==> src/rtl/icache_line_fill.sv <==
// Instruction-cache line-fill controller.
// On a miss, reads one full line from memory one word per handshake, writes each
// word into the cache data memory, then writes the tag/valid entry and pulses done.
// Ports:
//   i_clock, i_reset       : clock and synchronous active-high reset
//   i_miss, i_addr         : miss request and missing byte address (sampled in IDLE)
//   o_busy, o_done         : fill in progress / one-cycle completion pulse
//   o_mem_rd, o_mem_addr   : memory read request and word-aligned address
//   i_mem_ack, i_mem_data  : memory read acknowledge and data
//   o_cache_wr/addr/data   : data memory write port ({index, word})
//   o_tag_wr/index, o_tag  : tag memory write port (valid bit implied 1)
module icache_line_fill #(
  parameter int unsigned ADDR_WIDTH   = 32,
  parameter int unsigned DATA_WIDTH   = 32,
  parameter int unsigned INDEX_WIDTH  = 5,
  parameter int unsigned OFFSET_WIDTH = 2,
  localparam int unsigned TAG_WIDTH   = ADDR_WIDTH - INDEX_WIDTH - OFFSET_WIDTH - 2
) (
  input  logic                              i_clock,
  input  logic                              i_reset,
  input  logic                              i_miss,
  input  logic [ADDR_WIDTH-1:0]             i_addr,
  output logic                              o_busy,
  output logic                              o_done,
  output logic                              o_mem_rd,
  output logic [ADDR_WIDTH-1:0]             o_mem_addr,
  input  logic                              i_mem_ack,
  input  logic [DATA_WIDTH-1:0]             i_mem_data,
  output logic                              o_cache_wr,
  output logic [INDEX_WIDTH+OFFSET_WIDTH-1:0] o_cache_addr,
  output logic [DATA_WIDTH-1:0]             o_cache_data,
  output logic                              o_tag_wr,
  output logic [INDEX_WIDTH-1:0]            o_tag_index,
  output logic [TAG_WIDTH-1:0]              o_tag
);

  typedef enum logic [2:0] {
    S_IDLE  = 3'd0,
    S_READ  = 3'd1,
    S_WRITE = 3'd2,
    S_TAG   = 3'd3,
    S_DONE  = 3'd4
  } state_t;

  state_t                  state_q, state_d;
  logic [OFFSET_WIDTH-1:0] cnt_q, cnt_d;
  logic [TAG_WIDTH-1:0]    tag_q, tag_d;
  logic [INDEX_WIDTH-1:0]  idx_q, idx_d;
  logic [DATA_WIDTH-1:0]   data_q, data_d;

  logic                              busy_d, done_d, mem_rd_d, cache_wr_d, tag_wr_d;
  logic [ADDR_WIDTH-1:0]             mem_addr_d;
  logic [INDEX_WIDTH+OFFSET_WIDTH-1:0] cache_addr_d;
  logic [DATA_WIDTH-1:0]             cache_data_d;
  logic [INDEX_WIDTH-1:0]            tag_index_d;
  logic [TAG_WIDTH-1:0]              tag_out_d;

  // Word-offset and byte bits of the miss address are not needed: fills start at word 0.
  logic unused_addr_bits;
  assign unused_addr_bits = &{1'b0, i_addr[OFFSET_WIDTH+1:0]};

  // Next-state, datapath and next-output decode.
  always_comb begin
    state_d = state_q;
    cnt_d   = cnt_q;
    tag_d   = tag_q;
    idx_d   = idx_q;
    data_d  = data_q;

    case (state_q)
      S_IDLE: begin
        if (i_miss) begin
          tag_d   = i_addr[ADDR_WIDTH-1 -: TAG_WIDTH];
          idx_d   = i_addr[OFFSET_WIDTH+2 +: INDEX_WIDTH];
          cnt_d   = '0;
          state_d = S_READ;
        end
      end
      S_READ: begin
        if (i_mem_ack) begin
          data_d  = i_mem_data;
          state_d = S_WRITE;
        end
      end
      S_WRITE: begin
        if (cnt_q == '1) begin
          state_d = S_TAG;
        end else begin
          cnt_d   = cnt_q + OFFSET_WIDTH'(1);
          state_d = S_READ;
        end
      end
      S_TAG:   state_d = S_DONE;
      S_DONE:  state_d = S_IDLE;
      default: state_d = S_IDLE;
    endcase

    // Outputs are a pure function of the upcoming state, so registering them
    // gives state-decoded strobes that are zero outside their own state.
    busy_d       = (state_d != S_IDLE);
    mem_rd_d     = (state_d == S_READ);
    cache_wr_d   = (state_d == S_WRITE);
    tag_wr_d     = (state_d == S_TAG);
    done_d       = (state_d == S_DONE);
    mem_addr_d   = mem_rd_d   ? {tag_d, idx_d, cnt_d, 2'b00} : '0;
    cache_addr_d = cache_wr_d ? {idx_d, cnt_d}               : '0;
    cache_data_d = cache_wr_d ? data_d                       : '0;
    tag_index_d  = tag_wr_d   ? idx_d                        : '0;
    tag_out_d    = tag_wr_d   ? tag_d                        : '0;
  end

  // State, datapath and output registers; reset aborts any fill in progress.
  always_ff @(posedge i_clock) begin
    if (i_reset) begin
      state_q      <= S_IDLE;
      cnt_q        <= '0;
      tag_q        <= '0;
      idx_q        <= '0;
      data_q       <= '0;
      o_busy       <= 1'b0;
      o_done       <= 1'b0;
      o_mem_rd     <= 1'b0;
      o_mem_addr   <= '0;
      o_cache_wr   <= 1'b0;
      o_cache_addr <= '0;
      o_cache_data <= '0;
      o_tag_wr     <= 1'b0;
      o_tag_index  <= '0;
      o_tag        <= '0;
    end else begin
      state_q      <= state_d;
      cnt_q        <= cnt_d;
      tag_q        <= tag_d;
      idx_q        <= idx_d;
      data_q       <= data_d;
      o_busy       <= busy_d;
      o_done       <= done_d;
      o_mem_rd     <= mem_rd_d;
      o_mem_addr   <= mem_addr_d;
      o_cache_wr   <= cache_wr_d;
      o_cache_addr <= cache_addr_d;
      o_cache_data <= cache_data_d;
      o_tag_wr     <= tag_wr_d;
      o_tag_index  <= tag_index_d;
      o_tag        <= tag_out_d;
    end
  end

endmodule

==> config.mk <==
export PLATFORM = sky130hd
export DESIGN_NAME = icache_line_fill
export DESIGN_NICKNAME = d
export VERILOG_FILES = /design/src/rtl/icache_line_fill.sv
export SDC_FILE = /design/constraint.sdc
export NUM_CORES = 1
export LEC_CHECK = 0
export CAP_MARGIN = 20
export CORE_MARGIN = 10
export CORE_UTILIZATION = 33
export CTS_CLUSTER_SIZE = 16
export DETAILED_ROUTE_END_ITERATION = 10
export PLACE_DENSITY = 0.75
export SYNTH_ARGS = -nofsm -noshare
export SYNTH_HDL_FRONTEND = slang
export SYNTH_SLANG_ARGS = --single-unit
==> constraint.sdc <==
create_clock -name i_clock -period 5.02 [get_ports i_clock]
set_input_delay 0.502 -clock i_clock [delete_from_list [all_inputs] [get_ports i_clock]]
set_output_delay 0.502 -clock i_clock [all_outputs]
set_load 0.02 [all_outputs]
# After elaboration in Yosys (flattened, before gate mapping)

Cells that the tools add are included.

Register bits: 169
Bits of input ports: 68
Output and inout port bits: 104
Word-level logic and storage cells: 46

Add/subtract/negate cells: 1
Equality and inequality tests: 8
Mux-type cells: 13
Bitwise gates (word level): 3
Reduce and logical (&&, ||, !) cells: 5

Operators by type and width:

| kind                  | number |
|---|---|
| $mux W32              | 2 |
| $mux W23              | 2 |
| $eq A3 B2 Y1 const B  | 4 |
| $pmux W3 S4           | 1 |
| $mux W5               | 2 |
| $eq A3 B1 Y1 const B  | 2 |
| $mux W2               | 3 |
| $mux W3               | 2 |
| $reduce_or A2 Y1      | 3 |
| $pmux W2 S2           | 1 |
| $eq A3 B3 Y1 const B  | 1 |
| $logic_not A3 Y1      | 1 |
| $not A1 Y1            | 3 |
| $reduce_bool A3 Y1    | 1 |
| $add A2 B1 Y2 const B | 1 |
| $eq A2 B2 Y1 const B  | 1 |

# Depth between registers and ports, before layout

Gate-level depths: netlist of the first run.

Depth after elaboration: 6
Depth in mapped cells: 6
Depth with buffers taken out: 4

# Least setup slack after synthesis of the first run

OpenSTA, ideal clock, no wires.

Kind: input port to flip-flop
Start: input i_mem_ack
End: register o_tag[0]
Setup time: 0.074 ns
Arrival time: 1.564 ns
Data required time: 4.946 ns
Setup slack: 3.382 ns
Cell stages on the path: 5
Path buffers: 2
Path through: or3b_1 a211o_1 buf_2 buf_2 nor3_2

Longest elaborated chain between the ends: 5

Ends and longest elaborated chain:

| element                    | line | text |
|---|---|---|
| start: declaration         | 27   | `input logic i_mem_ack,` |
| $mux W3                    | 80   | `if (i_mem_ack) begin` |
| $pmux W3 S4                | 70   | `case (state_q)` |
| $eq A3 B2 Y1               | 103  | `tag_wr_d = (state_d == S_TAG);` |
| $not A1 Y1 (no line)       | n/a  |  |
| $reduce_or A2 Y1 (no line) | n/a  |  |
| end signal: assignment     | 145  | `o_tag <= tag_out_d;` |
| end: declaration           | 34   | `output logic [TAG_WIDTH-1:0] o_tag` |

Every way passes these cells.
A chain may end at the register's enable or synchronous reset.

# Worst setup path in the final report of the first run

Start: input i_reset
End: register o_mem_addr[25]

Longest elaborated chain between the ends: 1

Ends and longest elaborated chain:

| element                    | line | text |
|---|---|---|
| start: declaration         | 20   | `input logic i_reset,` |
| $reduce_or A2 Y1 (no line) | n/a  |  |
| end signal: assignment     | 139  | `o_mem_addr <= mem_addr_d;` |
| end: declaration           | 26   | `output logic [ADDR_WIDTH-1:0] o_mem_addr,` |

Every way passes these cells.

==> flow_summary.toml, run 1 <==
[run_status]
status = "finished clean"

[worst_setup_path]
cp-startpoint = "i_reset"
r2r-end = "o_mem_addr[25]"
critical_path.max_stage_delay_ns = 0.73
start_kind = "input port"
criticalPathCategory = "input port to flop"
worstRegToRegCells = 4
critical_path_buf_inv_count = 3
critPathMaxFanout = 36
cpMaxStageDelayCell = "a211o_2"
cp-end-kind = "flop"
cp_num_cells = 5
endpoint = "o_mem_addr[25]"
worstPathCellList = "clkdlybuf4s50_1 -> buf_4 -> a211o_2 -> buf_4 -> nor3_2"
critPathTopFamily = "buffers and inverters"
path_common_cell = "buf_4"
critical_path_required_ns = 5.29
r2r_start = "state_q[0]"
reg2reg_slack_ns = 2.74
arrival_ns = 2.73

[cts]
clk_latency_ns = 0.40
clock_sinks = 135
htreeDepth = 4
cts.clk_slew.worst_paths_ns = 0.05
numCtsBuffers = 17
post_cts.repair.setup_buffers = 0
root_buffer = "clkbuf_16"
clockBufferDepth = 2
holdBufCountCts = 0
cts-resized-gates = 0
cts_tree = "built"

[grt]
grt_max_degree = 37
grt.overflow.total = 0
grt.total_usage_pct = 12.6
antenna_found_initial = 0
top_usage_layer = "met2"
grt_util_met1_pct = 13.4
met2_usage_pct = 19.9
grt_pass1_vias = 3206
met3_usage_pct = 8.33
grt_first_pass_wirelength_um = 17500

[pwr]
powerDensity_nw_per_um2 = 398
ir_drop_mv = 0.227
totalPowerFinal_mw = 2.63
power.leakage_nw = 2.43

[final_layout]
fillers = 1099
diodes = 0
drive_gt1_share_pct = 17.4
stdcell_count = 696
stdcell_area_um2 = 6610
area_growth_pct = 57.1
nets = 579

[place]
dp.cells = 664
place_ws_ns = 2.11
io_buffers = 165
finalWeightedCongestion = 0.736
placed_cell_area_um2 = 5990
dpl.hpwl_um = 8100

[logic_synthesis]
synth_fa_ha_area_share_pct = 0
yosys_register_bits = 135
synth_mux_area_share_pct = 6.66
synth_top_area_share_pct = 64.2
yosys_warnings = 0
yosys.area_share.simple_pct = 22.6
ys_seq_area_share_pct = 64.2
syn-mean-instance-area_um2 = 12.1
netlist.top_cell.by_area = "dfxtp_1"
yosysUniqueCellTypes = 33
syn_area_um2 = 4210
yosys.area_share.xor_xnor_pct = 0
ys_top_cells_by_area = "dfxtp_1 64%, nor3_2 12%, mux2i_1 6.7%"
synth_top_family_by_area = "simple AND/OR/NAND/NOR gates"
synth-edff-count = 0
async_flop_share_pct = 0
synthFlopType = "dfxtp_1"
synth_compound_area_share_pct = 2.50
syn_inst = 348

[timing]
max_slew.worst_pin.slew_ns = 0.831
max_slew_margin_pct = 44.6
finalSetupViolations = 0
setup_ws_ns = 2.55
tns_ns = 0
period_minus_slack_ns = 2.47
drv_slew = 0
period_share_pct = 49.1
max_freq_mhz = 405
rsz0062_at_grt = "false"
hold_violations = 0
fin_skew_ns = 0.0107

[route]
first_pass_iters = 4
ant_nets = 0
drtIter0Drc = 127
vias = 2976
wl_um = 10900
routedWlPerCell_um = 15.7
via_per_inst = 4.28
route.detailed.drc = 0

[floorplanning]
initial_core_util_pct = 33.5
core_um2 = 12600
pin_count = 172
design.die.area_um2 = 17700
rows = 41
die_h_um = 133
die_w_um = 133

[worst_hold_path]
hp-class = "flop to flop"

[run]
maxCapViolations = 0
per-layer routing:
metal	share of wire (%)	up-vias	wire [µm]
li1	-	1471	-
met1	40	1355	4360
met2	46	143	5040
met3	13	7	1420
met4	0.91	0	99
met5	0	-	0
through the flow:
stage / utilization (%) / hold slack [ns]
6_report: 52.6 / 0.544
5_1_grt: 52.6 / 0.566
4_1_cts: 52.6 / 0.540
3_5_place_dp: 47.7 / 0.526
3_3_place_gp: 47.6 / 0.517
2_1_floorplan: - / 0.492
worst min-delay path: stages (launching register included):
cell,delay (ns)
dfxtp_1,0.30
mux2i_1,0.11
nor2_1,0.10
report_power, final:
group	switching (mW)	internal, mW	leakage, nW
logic	0.128	0.116	1.04
registers	0.0125	1.11	1.10
clock network	0.419	0.846	0.299
total	0.559	2.07	2.43
synth_stat cells, types with 2 or more instances:
cell	number
dfxtp_1	135
nor2_1	38
mux2i_1	28
buf_6	2
buf_2	9
and2_1	32
nor3_2	49
clkbuf_1	11
nor3_1	10
buf_4	6
a21oi_1	6
kinds of logic after synthesis:
kind of cell,Yosys count
other,1
AO/OA/AOI/OAI,15
flip-flops,135
multiplexers,28
AND/OR/NAND/NOR,138
buffers and inverters,31
layout make-up:
cell class	instances	area, µm²	area share (%)
Clock buffer	25	505	7.64
Clock inverter	7	115	1.74
Inverter	2	7.51	0.114
Multi-Input combinational cell	183	1360	20.6
Sequential cell	135	2700	40.9
Tap cell	172	215	3.25
Timing Repair Buffer	172	1710	25.8
worst min path at each step:
stage	endpoint	cells after the start	slack (ns)	start
3_5_place_dp	tag_q[20]	2	0.53	tag_q[20]
5_1_grt	tag_q[7]	2	0.57	tag_q[7]
4_1_cts	tag_q[20]	2	0.54	tag_q[20]
3_3_place_gp	tag_q[20]	2	0.52	tag_q[20]
2_1_floorplan	tag_q[20]	2	0.49	tag_q[20]
6_report	tag_q[14]	2	0.54	tag_q[14]
cell usage in the layout (no fill, tap or decap), types with 2 or more instances in the layout:
| cell | n |
|---|---|
| clkdlybuf4s50_1 | 165 |
| clkbuf_1 | 3 |
| clkinvlp_4 | 2 |
| dfxtp_1 | 135 |
| mux2i_1 | 28 |
| clkinv_2 | 2 |
| nor2_1 | 38 |
| conb_1 | 2 |
| nor3_2 | 50 |
| buf_4 | 6 |
| clkbuf_16 | 17 |
| bufinv_16 | 3 |
| clkbuf_8 | 5 |
| a21oi_1 | 6 |
| nor3_1 | 9 |
| and2_1 | 32 |
flip-flops by register name, indices dropped and copies added, names as in the netlist:
signal and count:
o_mem_addr 30, o_cache_data 32, o_done 1, o_mem_rd 1
idx_q 5, o_busy 1, o_tag 23, o_cache_addr 7
tag_q 23, o_tag_index 5, state_q 3, cnt_q 2
o_cache_wr 1, o_tag_wr 1
Power figures use the tool's default switching activity.
==> run 2, diff against run 1 <==
==> constraint.sdc (replaced) <==
create_clock -name i_clock -period 2.52 [get_ports i_clock]
set_input_delay 0.252 -clock i_clock [delete_from_list [all_inputs] [get_ports i_clock]]
set_output_delay 0.252 -clock i_clock [all_outputs]
set_load 0.02 [all_outputs]
==> flow_summary.toml, run 2 (synthesized netlist as in run 1, its figures left out) <==
[route]
vias = 3057
routedWlPerCell_um = 16.1
first_pass_iters = 6
ant_nets = 0
drtIter0Drc = 94
route.detailed.drc = 0
wl_um = 11300
via_per_inst = 4.37

[pwr]
power.leakage_nw = 2.47
powerDensity_nw_per_um2 = 799
totalPowerFinal_mw = 5.33
ir_drop_mv = 0.483

[cts]
holdBufCountCts = 0
cts-resized-gates = 0
htreeDepth = 4
clockBufferDepth = 2
clock_sinks = 135
clk_latency_ns = 0.41
cts_tree = "built"
root_buffer = "clkbuf_16"
post_cts.repair.setup_buffers = 0
cts.clk_slew.worst_paths_ns = 0.06
numCtsBuffers = 17

[timing]
tns_ns = 0
max_slew.worst_pin.slew_ns = 0.578
finalSetupViolations = 0
period_share_pct = 79.3
rsz0062_at_grt = "false"
setup_ws_ns = 0.521
period_minus_slack_ns = 2.00
max_freq_mhz = 500
hold_violations = 0
max_slew_margin_pct = 61.5
fin_skew_ns = 0.00829
drv_slew = 0

[floorplanning]
rows = 41
design.die.area_um2 = 17700
initial_core_util_pct = 33.5
die_w_um = 133
pin_count = 172
die_h_um = 133
core_um2 = 12600

[final_layout]
drive_gt1_share_pct = 18.2
nets = 582
final_cell_mix = "165 x clkdlybuf4s50_1, 135 x dfxtp_1, 50 x nor3_2"
largest_register = "o_cache_data"
area_growth_pct = 58.4
largest_register_ffs = 32
finish.utilization_pct = 53.1
diodes = 0
layout_commonest_cell = "clkdlybuf4s50_1"
stdcell_count = 699
reg_top3 = "o_cache_data: 32 flops, o_mem_addr: 30 flops"

[worst_setup_path]
critPathMaxFanout = 24
critical_path_required_ns = 2.85
start_kind = "flop"
criticalPathCategory = "flop to flop"
cp-end-kind = "flop"
arrival_ns = 2.33

[grt]
antenna_found_initial = 0
grt_max_degree = 34
grt_first_pass_wirelength_um = 17700
grt.overflow.total = 0
grt.total_usage_pct = 12.9
grt_pass1_vias = 3320

[place]
finalWeightedCongestion = 0.694
dp.cells = 667
dpl.hpwl_um = 8330
place_ws_ns = 0.374
io_buffers = 165

[run]
maxCapViolations = 0

[run_status]
status = "finished clean"

[worst_hold_path]
hp-class = "input port to flop"
==> run 2: changes by cell type in the layout (fill, tap and decap cells not counted) <==
| cell | delta |
|---|---|
| clkbuf_1 | -2 |
| clkbuf_8 | -3 |
| buf_6 | -1 |
| clkinv_4 | +2 |
| inv_6 | +1 |
| bufinv_16 | +1 |
| buf_4 | +2 |
| clkinv_2 | +2 |
| buf_12 | +2 |
| clkinvlp_4 | -1 |
==> run 2: stage by stage <==
stage          cell area (µm²)  hold WS [ns]
6_report                  6670         0.397
5_1_grt                   6670         0.382
4_1_cts                   6670         0.375
3_5_place_dp              6040         0.523
3_3_place_gp              6040         0.516
2_1_floorplan             4210         0.374
==> run 2: area by class of cell <==
type                    count  area, µm²
flip-flops and latches    135       2700
clock inverters            12        174
multi-input cells         183       1360
inverters                   2       7.51
clock buffers              20        457
well taps                 172        215
repair buffers            175       1750
fillers                  1102       5900
==> run 2: worst paths after layout <==
path | start | end | slack (ns) | cells after the start
worst max-delay path | state_q[0] | o_mem_addr[23] | 0.52 | 4
worst min-delay path | i_mem_data[20] | o_cache_data[20] | 0.40 | 2
worst max register to register | state_q[0] | o_mem_addr[23] | 0.52 | 4
worst min register to register | tag_q[21] | tag_q[21] | 0.54 | 2
==> run 2: per-layer routing <==
metal / part of all wire (%) / track usage, %
met1: 36 / 12.0
met2: 47 / 20.7
met3: 15 / 10.4
met4: 1.5 / 4.83
met5: 0 / 0
==> run 2: worst max-delay path, stage by stage (launching register included) <==
cell	delay (ns)
dfxtp_1	0.54
or3b_1	0.39
a211o_2	0.54
buf_12	0.27
nor3_2	0.18
==> run 2: where the power goes <==
group / leakage, nW / internal [mW] / total (mW) / switching [mW]
combinational: 1.06 / 0.240 / 0.499 / 0.259
sequential: 1.10 / 2.21 / 2.24 / 0.0251
clock: 0.310 / 1.71 / 2.59 / 0.888
total: 2.47 / 4.16 / 5.33 / 1.17
==> run 3, diff against run 2 <==
==> constraint.sdc (replaced) <==
create_clock -name i_clock -period 2 [get_ports i_clock]
set_input_delay 0.2 -clock i_clock [delete_from_list [all_inputs] [get_ports i_clock]]
set_output_delay 0.2 -clock i_clock [all_outputs]
set_load 0.02 [all_outputs]
==> flow_summary.toml, run 3 (synthesized netlist as in run 1, its figures left out) <==
[grt]
grt_max_degree = 34
antenna_found_initial = 0
grt_pass1_vias = 3350
grt.overflow.total = 0
grt.total_usage_pct = 13.0
grt_first_pass_wirelength_um = 17900

[worst_setup_path]
critical_path.max_stage_delay_ns = 0.53
cp-end-kind = "flop"
start_kind = "flop"
critical_path_required_ns = 2.33
critPathTopFamily = "simple AND/OR/NAND/NOR gates"
criticalPathCategory = "flop to flop"
r2r-end = "o_mem_addr[22]"
worstPathCellList = "or3b_1 -> a211o_2 -> buf_4 -> nor3_2"
cpMaxStageDelayCell = "dfxtp_1"
cp-startpoint = "state_q[0]"
reg2reg_slack_ns = 0.22
worstRegToRegCells = 4
cp_num_cells = 4
r2r_start = "state_q[0]"
critical_path_buf_inv_count = 1
endpoint = "o_mem_addr[22]"
arrival_ns = 2.11
critPathMaxFanout = 17

[place]
dpl.hpwl_um = 8330
place_ws_ns = 0.0327
io_buffers = 165
finalWeightedCongestion = 0.722

[timing]
tns_ns = 0
fin_skew_ns = 0.00551
period_minus_slack_ns = 1.78
max_freq_mhz = 563
setup_ws_ns = 0.223
hold_violations = 0
period_share_pct = 88.8
drv_slew = 0
finalSetupViolations = 0
rsz0062_at_grt = "false"

[cts]
htreeDepth = 4
clockBufferDepth = 2
cts-resized-gates = 0
post_cts.repair.setup_buffers = 0
numCtsBuffers = 17
cts.clk_slew.worst_paths_ns = 0.05
clk_latency_ns = 0.41
root_buffer = "clkbuf_16"
clock_sinks = 135
holdBufCountCts = 0
cts_tree = "built"

[floorplanning]
rows = 41
pin_count = 172
design.die.area_um2 = 17700
core_um2 = 12600
die_w_um = 133
initial_core_util_pct = 33.5
die_h_um = 133

[run]
maxCapViolations = 0

[final_layout]
reg_top3 = "o_cache_data: 32 flops, o_mem_addr: 30 flops"
drive_gt1_share_pct = 17.7
area_growth_pct = 57.1
largest_register_ffs = 32
largest_register = "o_cache_data"
diodes = 0
nets = 585
fillers = 1102
final_cell_mix = "165 x clkdlybuf4s50_1, 135 x dfxtp_1, 50 x nor3_2"
layout_commonest_cell = "clkdlybuf4s50_1"

[route]
routedWlPerCell_um = 16.0
via_per_inst = 4.33
ant_nets = 0
vias = 3020
first_pass_iters = 4
wl_um = 11200
route.detailed.drc = 0
drtIter0Drc = 99

[run_status]
status = "finished clean"

[worst_hold_path]
hp-class = "input port to flop"

[pwr]
ir_drop_mv = 0.491
power.leakage_nw = 2.44
powerDensity_nw_per_um2 = 944
## run 3: worst min path at each step
| stage | startpoint | end | cells past startpoint |
|---|---|---|---|
| floorplan | i_mem_data[0] | o_cache_data[0] | 1 |
| global placement | tag_q[20] | tag_q[20] | 2 |
| detailed placement | tag_q[20] | tag_q[20] | 2 |
| CTS | i_mem_data[3] | o_cache_data[3] | 2 |
| global route | i_mem_data[3] | o_cache_data[3] | 2 |
| finish | i_mem_data[4] | o_cache_data[4] | 2 |
## run 3: layout make-up
class	count	area [µm²]	area share (%)
well taps	172	215	3.25
flip-flops and latches	135	2700	40.9
inverters	2	7.51	0.114
repair buffers	178	1800	27.2
multi-input cells	183	1360	20.6
clock inverters	5	50.0	0.757
clock buffers	23	478	7.23
## run 3: report_power, final
group	switching, mW	total (mW)	leakage [nW]	internal (mW)
sequential	0.0322	2.82	1.10	2.79
combinational	0.328	0.643	1.08	0.315
clock	1.01	2.78	0.264	1.77
total	1.37	6.24	2.44	4.87
## run 3: metal layers
layer  routed length (µm)  vias to the layer above  track usage (%)
li1                     -                     1482                -
met1                 4300                     1395             12.4
met2                 5190                      127             21.1
met3                 1490                       16             8.97
met4                  188                        0             6.05
met5                    0                        -                0
## run 3: worst reg2reg max path, stage by stage, from the launching register on
cell,delay [ns]
dfxtp_1,0.53
or3b_1,0.38
a211o_2,0.36
buf_4,0.23
nor3_2,0.20
## run 3: per-stage QoR
stage	utilization [%]	hold WS (ns)	total power, mW	std cells	area, µm²
5_1_grt	52.6	0.336	6.49	698	6610
6_report	52.6	0.351	6.24	698	6610
3_5_place_dp	48.4	0.532	3.53	670	6080
4_1_cts	52.6	0.329	6.34	698	6610
2_1_floorplan	-	0.322	3.21	349	4210
3_3_place_gp	48.4	0.517	3.51	670	6080
